===== config.mk =====
export PLATFORM = sky130hd
export DESIGN_NAME = idc_divider
export DESIGN_NICKNAME = d
export VERILOG_FILES = /design/src/rtl/idc_divider_pkg.sv /design/src/rtl/idc_divider_fout_divider.sv /design/src/rtl/idc_divider.sv
export SDC_FILE = /design/constraint.sdc
export NUM_CORES = 1
export LEC_CHECK = 0
export CAP_MARGIN = 25
export CORE_ASPECT_RATIO = 1.2
export CORE_MARGIN = 2
export CORE_UTILIZATION = 30
export CTS_BUF_LIST = sky130_fd_sc_hd__clkbuf_16
export DETAILED_ROUTE_END_ITERATION = 7
export SYNTH_ARGS = -nofsm -noshare
export SYNTH_HDL_FRONTEND = slang
export SYNTH_HIERARCHICAL = 1
export SYNTH_SLANG_ARGS = --single-unit

===== constraint.sdc =====
create_clock -name clk -period 2.9 [get_ports clk]
set_input_delay 0.29 -clock clk [delete_from_list [all_inputs] [get_ports clk]]
set_output_delay 0.29 -clock clk [all_outputs]
set_load 0.005 [all_outputs]

===== src/rtl/idc_divider_pkg.sv =====
// Shared DPLL definitions: credit-register width helper and period-length codes
// for the increment-decrement counter.
package idc_divider_pkg;

  localparam logic [1:0] LEN_ADV = 2'd1;
  localparam logic [1:0] LEN_NOM = 2'd2;
  localparam logic [1:0] LEN_RET = 2'd3;

  // One sign bit on top of the bits needed to hold +pend_max.
  function automatic int pend_width(input int pend_max);
    return $clog2(pend_max + 1) + 1;
  endfunction

endpackage


===== src/rtl/idc_divider_fout_divider.sv =====
// Mod-N counter clocked by the ID-counter enable; produces the recovered
// 50 % duty square wave and a one-cycle marker on each wrap to zero.
module fout_divider #(
  parameter int N = 8
) (
  input  logic clk,
  input  logic reset,
  input  logic tick,
  output logic f_out,
  output logic phase_edge
);

  localparam int CW = $clog2(N);
  localparam logic [CW-1:0] LAST = CW'(N - 1);
  localparam logic [CW-1:0] HALF = CW'(N / 2);

  logic [CW-1:0] div_cnt;
  logic [CW-1:0] div_nxt;

  always_comb begin
    div_nxt = (div_cnt == LAST) ? '0 : div_cnt + CW'(1);
  end

  // Reset to N-1 so the very first tick wraps to 0 and raises phase_edge.
  always_ff @(posedge clk or posedge reset) begin
    if (reset) begin
      div_cnt    <= LAST;
      f_out      <= 1'b0;
      phase_edge <= 1'b0;
    end else if (tick) begin
      div_cnt    <= div_nxt;
      f_out      <= (div_nxt < HALF);
      phase_edge <= (div_nxt == '0);
    end else begin
      phase_edge <= 1'b0;
    end
  end

endmodule


===== src/rtl/idc_divider.sv =====
// DPLL increment-decrement counter with saturating correction credit, followed
// by a divide-by-N stage producing the recovered clock and phase marker.
module idc_divider
  import idc_divider_pkg::*;
#(
  parameter int N        = 8,
  parameter int PEND_MAX = 3,
  localparam int PW      = pend_width(PEND_MAX)
) (
  input  logic                 clk,
  input  logic                 reset,
  input  logic                 enable,
  input  logic                 carry,
  input  logic                 borrow,
  input  logic                 clrOvf,
  output logic                 idOut,
  output logic                 fOut,
  output logic                 phaseEdge,
  output logic signed [PW-1:0] pend,
  output logic                 ovf
);

  // Two guard bits cover pend + delta + consume before clamping.
  localparam int SW = PW + 2;
  localparam logic signed [SW-1:0] PMAX = SW'(PEND_MAX);
  localparam logic signed [SW-1:0] PMIN = -PMAX;

  logic [1:0]           ph;
  logic [1:0]           len;
  logic                 ph_zero;
  logic signed [SW-1:0] pend_ext;
  logic signed [SW-1:0] delta;
  logic signed [SW-1:0] consume;
  logic signed [SW-1:0] sum;
  logic                 clip;

  function automatic logic signed [PW-1:0] sat(input logic signed [SW-1:0] v);
    if (v > PMAX)      return PMAX[PW-1:0];
    else if (v < PMIN) return PMIN[PW-1:0];
    else               return v[PW-1:0];
  endfunction

  always_comb begin
    ph_zero  = (ph == 2'd0);
    pend_ext = {{2{pend[PW-1]}}, pend};
    len      = LEN_NOM;
    if (pend > 0)      len = LEN_ADV;
    else if (pend < 0) len = LEN_RET;

    delta = '0;
    if (enable && carry && !borrow)      delta = {{(SW-1){1'b0}}, 1'b1};
    else if (enable && borrow && !carry) delta = '1;

    // Credit is spent only when a new period is being chosen.
    consume = '0;
    if (ph_zero && pend > 0)      consume = '1;
    else if (ph_zero && pend < 0) consume = {{(SW-1){1'b0}}, 1'b1};

    sum  = pend_ext + delta + consume;
    clip = (sum > PMAX) || (sum < PMIN);
  end

  always_ff @(posedge clk or posedge reset) begin
    if (reset) begin
      ph    <= 2'd1;
      idOut <= 1'b0;
      pend  <= '0;
      ovf   <= 1'b0;
    end else begin
      if (ph_zero) begin
        idOut <= 1'b1;
        ph    <= len - 2'd1;
      end else begin
        idOut <= 1'b0;
        ph    <= ph - 2'd1;
      end

      if (!enable) pend <= '0;
      else         pend <= sat(sum);

      if (enable && clip) ovf <= 1'b1;
      else if (clrOvf)    ovf <= 1'b0;
    end
  end

  fout_divider #(
    .N(N)
  ) u_fout_divider (
    .clk       (clk),
    .reset     (reset),
    .tick      (ph_zero),
    .f_out     (fOut),
    .phase_edge(phaseEdge)
  );

endmodule

==> impl_metrics.yaml, run 1 <==
run_status:
  status: "complete, no violations"
timing:
  drv_slew: 0
  tightest_slew_ps: 333
  skew_ps: 1.32
  tns_ps: 0
  final-hold-violation-count: 0
  whs_ps: 290
  relSlewSlack_pct: 77.7
  rsz0062_at_grt: "no"
  timing.fmax_mhz: 373
  fin_crit_sh_pct: 92.4
  setup-violations-final: 0
  period_needed_ps: 2680
floorplan:
  initial_core_util_pct: 31.8
  rows: 19
  io_pins: 13
  die_w_um: 49.4
  core_um2: 2330
  dieArea_um2: 2890
  dieHeight_um: 58.5
worst_setup_path:
  crit_path_end_kind: "flip-flop"
  worst-setup-path-type: "in2reg"
  crit_path_cell_trace: "clkdlybuf4s50_1 > nand2_1 > nor2_1 > xor2_1 > ha_1 > ha_1 > inv_1 > fa_1 > xor2_1 > a2111oi_2 > o22ai_1"
  r2r_setup_slack_ps: 430
  r2r_cells: 10
  endpoint: "ovf"
  path_depth: 11
  startpoint_type: "input pin"
  cp_max_fo: 4
  r2r-start: "pend[2]"
  crit_arrival_ps: 2790
  slowest_delay_ps: 500
  critPathRequiredTime_ps: 3010
  cp_slowest_cell: "clkdlybuf4s50_1"
  critPathBufInv: 2
  crit_family: "adder cells"
  timing.rr.end: "ovf"
  crit_start: "enable"
grt:
  grt-ovfl-total: 0
  grt_pass1_vias: 602
  grt_max_degree: 9
  grt_pass1_wl_mm: 2.53
  grt_use_total_pct: 11.7
  antenna_found_initial: 0
place:
  place_congestion: 0.773
  portBuffers: 12
  dp_cells: 122
  dp_hpwl_mm: 1.16
synth:
  avgSynthCellArea_um2: 9.64
  yosys_register_bits: 12
  syn_nets: 92
  synthTopCellsByCount: "14 x inv_1, 9 x nor2_1, 8 x dfrtp_1"
  ys_seq_area_share_pct: 41.1
  synth_ff_type: "dfrtp_1"
  yosys-top-cells-area: "dfrtp_1 27%, dfstp_2 14%, ha_1 12%, inv_1 7.1%, fa_1 5.4%"
  yosysTopAreaCellShare_pct: 27.0
  synth_xor_area_share_pct: 4.72
  synth_compound_area_share_pct: 13.8
  netlist_instances: 77
  synth_cell_types: 22
  async_flop_share_pct: 100
  yosysWarnings: 6
  syn_area_um2: 742
  synth_top_area_cell: "dfrtp_1"
  synthAdderAreaFrac_pct: 17.2
  synth_edf_count: 0
  synthSimpleGateAreaFrac_pct: 13.0
  synth_top_family_by_area: "adder cells"
  yosysMostFrequentCell: "inv_1"
  synth_mux_area_share_pct: 3.04
cells_and_area:
  fin_cells: 126
  syn_to_final_growth_pct: 34.1
  drive_gt1_share_pct: 13.7
  fin_nets: 111
  n_antenna_cell: 0
route:
  routedWlPerCell_um: 10.8
  num_vias: 566
  via_per_inst: 4.49
  drt_iter0_drc: 4
  drc: 0
  drtAntennaViolNets: 0
  drtPass1Iterations: 4
  drt_wl_total_mm: 1.36
clock_tree:
  clk_latency_ps: 240
  cts_root_buf: "clkbuf_16"
  cts_tree: "done"
  numCtsBuffers: 3
  cts_sinks: 12
  clockBufferDepth: 2
  clock_tree.htree_level_count: 1
  clk_pin_slew_ps: 40
  hold_buffers: 0
  cts_resized: 0
  postCtsSetupBuffers: 0
worst_hold_path:
  hp-class: "in2async"
job:
  drv_cap: 0
## layout make-up
cell class	instances	area [µm²]
clock buffer	3	75.1
clock inverter	1	3.75
multi-input combinational	51	384
fill	247	1340
sequential	12	305
tap	31	38.8
inverter	14	52.6
timing repair buffer	14	135
## cells in the final DEF (no fill, tap or decap), types with 2 or more instances in the layout
master,Yosys,layout
a21o_1,2,2
a21oi_1,2,2
buf_4,0,2
clkbuf_16,0,3
clkdlybuf4s50_1,0,12
dfrtp_1,8,8
dfstp_2,4,4
fa_1,2,2
ha_1,7,7
inv_1,14,14
mux2_2,2,2
nand2_1,7,7
nand2b_1,3,3
nor2_1,9,9
o21ai_0,2,2
o22ai_1,3,3
xor2_1,4,4
## how the worst min path moves through the flow
stage	to	slack (ps)	depth (start not counted)
after floorplan	u_fout_divider/f_out	70	1
after global placement	u_fout_divider/div_cnt[1]	470	2
after detailed placement	u_fout_divider/div_cnt[1]	470	2
after CTS	u_fout_divider/f_out	290	2
after global routing	u_fout_divider/f_out	310	2
final	u_fout_divider/f_out	290	2
## flip-flops by register name (all words and copies together), names as in the netlist
name                       flops
u_fout_divider/f_out           1
pend                           3
ovf                            1
u_fout_divider/phase_edge      1
u_fout_divider/div_cnt         3
ph                             2
idOut                          1
## layer usage
layer	track usage, %	routed length [µm]	vias to the layer above
li1	-	-	288
met1	12.1	558	272
met2	21.2	766	6
met3	5.08	38	0
met4	3.97	0	0
met5	0	0	-
## logic make-up (layout without fill, tap and decap cells)
| family | Yosys count | in the layout |
|---|---|---|
| buffers and inverters | 14 | 32 |
| muxes | 2 | 2 |
| adders and majority gates | 9 | 9 |
| xor gates and xnor gates | 4 | 4 |
| AOI/OAI and AO/OA | 14 | 14 |
| and+or+nand+nor | 22 | 22 |
| DFF | 12 | 12 |
## through the flow
step / utilization, % / setup WS, ps / instance area [µm²]
3_5_place_dp: 39.3 / -28.2 / 916
4_1_cts: 42.7 / 227 / 995
6_report: 42.7 / 219 / 995
5_1_grt: 42.7 / 37.1 / 995
2_1_floorplan: - / 349 / 742
3_3_place_gp: 39.3 / 35.8 / 916
## worst register-to-register path, cell delays in order (launching register included)
cell and delay [ps]:
dfrtp_1 440, nor3_1 80, nand2b_1 170, fa_1 370, inv_1 60, ha_1 150, inv_1 60, fa_1 370
xor2_1 190, a2111oi_2 350, o22ai_1 110
Power of run 1 is left out: the tool's default activity adds up to more than one toggle a clock period on the data nets, which glitch-free logic cannot reach.
==> run 2, diff against run 1 <==
--- a/config.mk
+++ b/config.mk
@@ -11,6 +11,7 @@
 export CORE_UTILIZATION = 30
 export CTS_BUF_LIST = sky130_fd_sc_hd__clkbuf_16
 export DETAILED_ROUTE_END_ITERATION = 7
+export RECOVER_POWER = 50
 export SYNTH_ARGS = -nofsm -noshare
 export SYNTH_HDL_FRONTEND = slang
 export SYNTH_HIERARCHICAL = 1
==> run 2 against run 1 <==
  * Clock skew about the same
  * Routed wire length increased by 0.51%
  * Non-clock buffer count unchanged
  * Maximum frequency about the same
  * Setup slack about the same
  * Global-route usage unchanged
  * Register-to-register slack about the same
  * Core utilization decreased by 0.16 points
  * Sequential cell count unchanged
  * First-iteration DRC count decreased by 25%
  * Via count unchanged
  * Cell count unchanged
  * Critical endpoint unchanged
==> impl_metrics.yaml, run 2 (synthesis results as in run 1) <==
worst_setup_path:
  crit_arrival_ps: 2790
  worst-setup-path-type: "in2reg"
  critPathRequiredTime_ps: 3010
  crit_path_end_kind: "flip-flop"
  cp_max_fo: 4
  startpoint_type: "input pin"
clock_tree:
  clk_pin_slew_ps: 40
  cts_resized: 0
  clk_latency_ps: 240
  numCtsBuffers: 3
  clockBufferDepth: 2
  cts_sinks: 12
  cts_root_buf: "clkbuf_16"
  postCtsSetupBuffers: 0
  cts_tree: "done"
  hold_buffers: 0
  clock_tree.htree_level_count: 1
grt:
  grt-ovfl-total: 0
  grt_max_degree: 9
  grt_use_total_pct: 11.7
  antenna_found_initial: 0
  grt_pass1_vias: 602
  grt_pass1_wl_mm: 2.53
cells_and_area:
  fillers: 249
  drive_gt1_share_pct: 12.6
  n_antenna_cell: 0
  design_area_um2: 991
  fin_nets: 111
  final_cell_mix: "14 x inv_1, 11 x clkdlybuf4s50_1, 9 x nor2_1, 8 x dfrtp_1"
  layout_commonest_cell: "inv_1"
  reg_top3: "pend: 3 flops, u_fout_divider/div_cnt: 3 flops, ph: 2 flops"
  syn_to_final_growth_pct: 33.6
floorplan:
  dieHeight_um: 58.5
  core_um2: 2330
  die_w_um: 49.4
  initial_core_util_pct: 31.8
  io_pins: 13
  dieArea_um2: 2890
  rows: 19
place:
  post_dp_cell_area_um2: 916
  place_congestion: 0.773
  dp_hpwl_mm: 1.16
  portBuffers: 12
timing:
  whs_ps: 422
  relSlewSlack_pct: 77.7
  rsz0062_at_grt: "no"
  fin_crit_sh_pct: 92.4
  setup-violations-final: 0
  tightest_slew_ps: 333
  period_needed_ps: 2680
  timing.fmax_mhz: 373
  final-hold-violation-count: 0
  drv_slew: 0
  tns_ps: 0
  skew_ps: 1.26
run_status:
  status: "complete, no violations"
route:
  routedWlPerCell_um: 10.9
  drtAntennaViolNets: 0
  drt_iter0_drc: 3
  drc: 0
  num_vias: 566
  via_per_inst: 4.49
  drt_wl_total_mm: 1.37
  drtPass1Iterations: 4
worst_hold_path:
  hp-class: "in2async"
job:
  drv_cap: 0
[run 2: changes by cell type in the layout (fill, tap and decap cells not counted)]
cell	before	now
clkdlybuf4s50_1	12	11
clkbuf_1	0	1
buf_4	2	1
dlygate4sd3_1	0	1
[run 2: routing by layer]
metal	up-vias	wire length, µm	track usage, %
met2	6	767	21.2
met4	0	0	3.97
met5	-	0	0
li1	288	-	-
met1	272	565	12.1
met3	0	38	5.08
[run 2: final cells by class]
class | count | area [µm²] | area share (%)
tap | 31 | 38.8 | 3.91
inverter | 14 | 52.6 | 5.30
sequential | 12 | 305 | 30.8
timing repair buffer | 14 | 131 | 13.3
clock buffer | 3 | 75.1 | 7.58
multi-input combinational | 51 | 384 | 38.8
clock inverter | 1 | 3.75 | 0.379
[run 2: final timing paths]
path	startpoint	end	slack, ps	cells after the start
min in group clk	u_fout_divider/div_cnt[1]	u_fout_divider/div_cnt[1]	480	2
setup reg to reg	pend[2]	ovf	430	10
setup / recovery	enable	ovf	220	11
max in group asynchronous	reset	ph[0]	2180	2
hold / removal	reset	u_fout_divider/f_out	420	2
hold reg to reg	u_fout_divider/div_cnt[1]	u_fout_divider/div_cnt[1]	480	2
[run 2: through the flow]
step	worst slack (ps)	utilization (%)	instances
floorplan	349	-	77
global placement	35.8	39.3	122
detailed placement	-28.2	39.3	122
CTS	227	42.7	126
global route	37.1	42.5	126
finish	219	42.5	126
[run 2: worst max-delay path, stage by stage]
cell and delay, ps:
clkdlybuf4s50_1 500, nand2_1 70, nor2_1 260, xor2_1 120, ha_1 310, ha_1 160, inv_1 60, fa_1 370
xor2_1 190, a2111oi_2 350, o22ai_1 110
Power of run 2 is left out for the same reason.
==> run 3, diff against run 2 <==
--- a/config.mk
+++ b/config.mk
@@ -11,6 +11,7 @@
 export CORE_UTILIZATION = 30
 export CTS_BUF_LIST = sky130_fd_sc_hd__clkbuf_16
 export DETAILED_ROUTE_END_ITERATION = 7
+export HOLD_SLACK_MARGIN = 0.02
 export RECOVER_POWER = 50
 export SYNTH_ARGS = -nofsm -noshare
 export SYNTH_HDL_FRONTEND = slang
==> results of run 3 <==
Final layout, timing and power as in run 2 (identical DEF).
Power of run 3 is left out for the same reason.
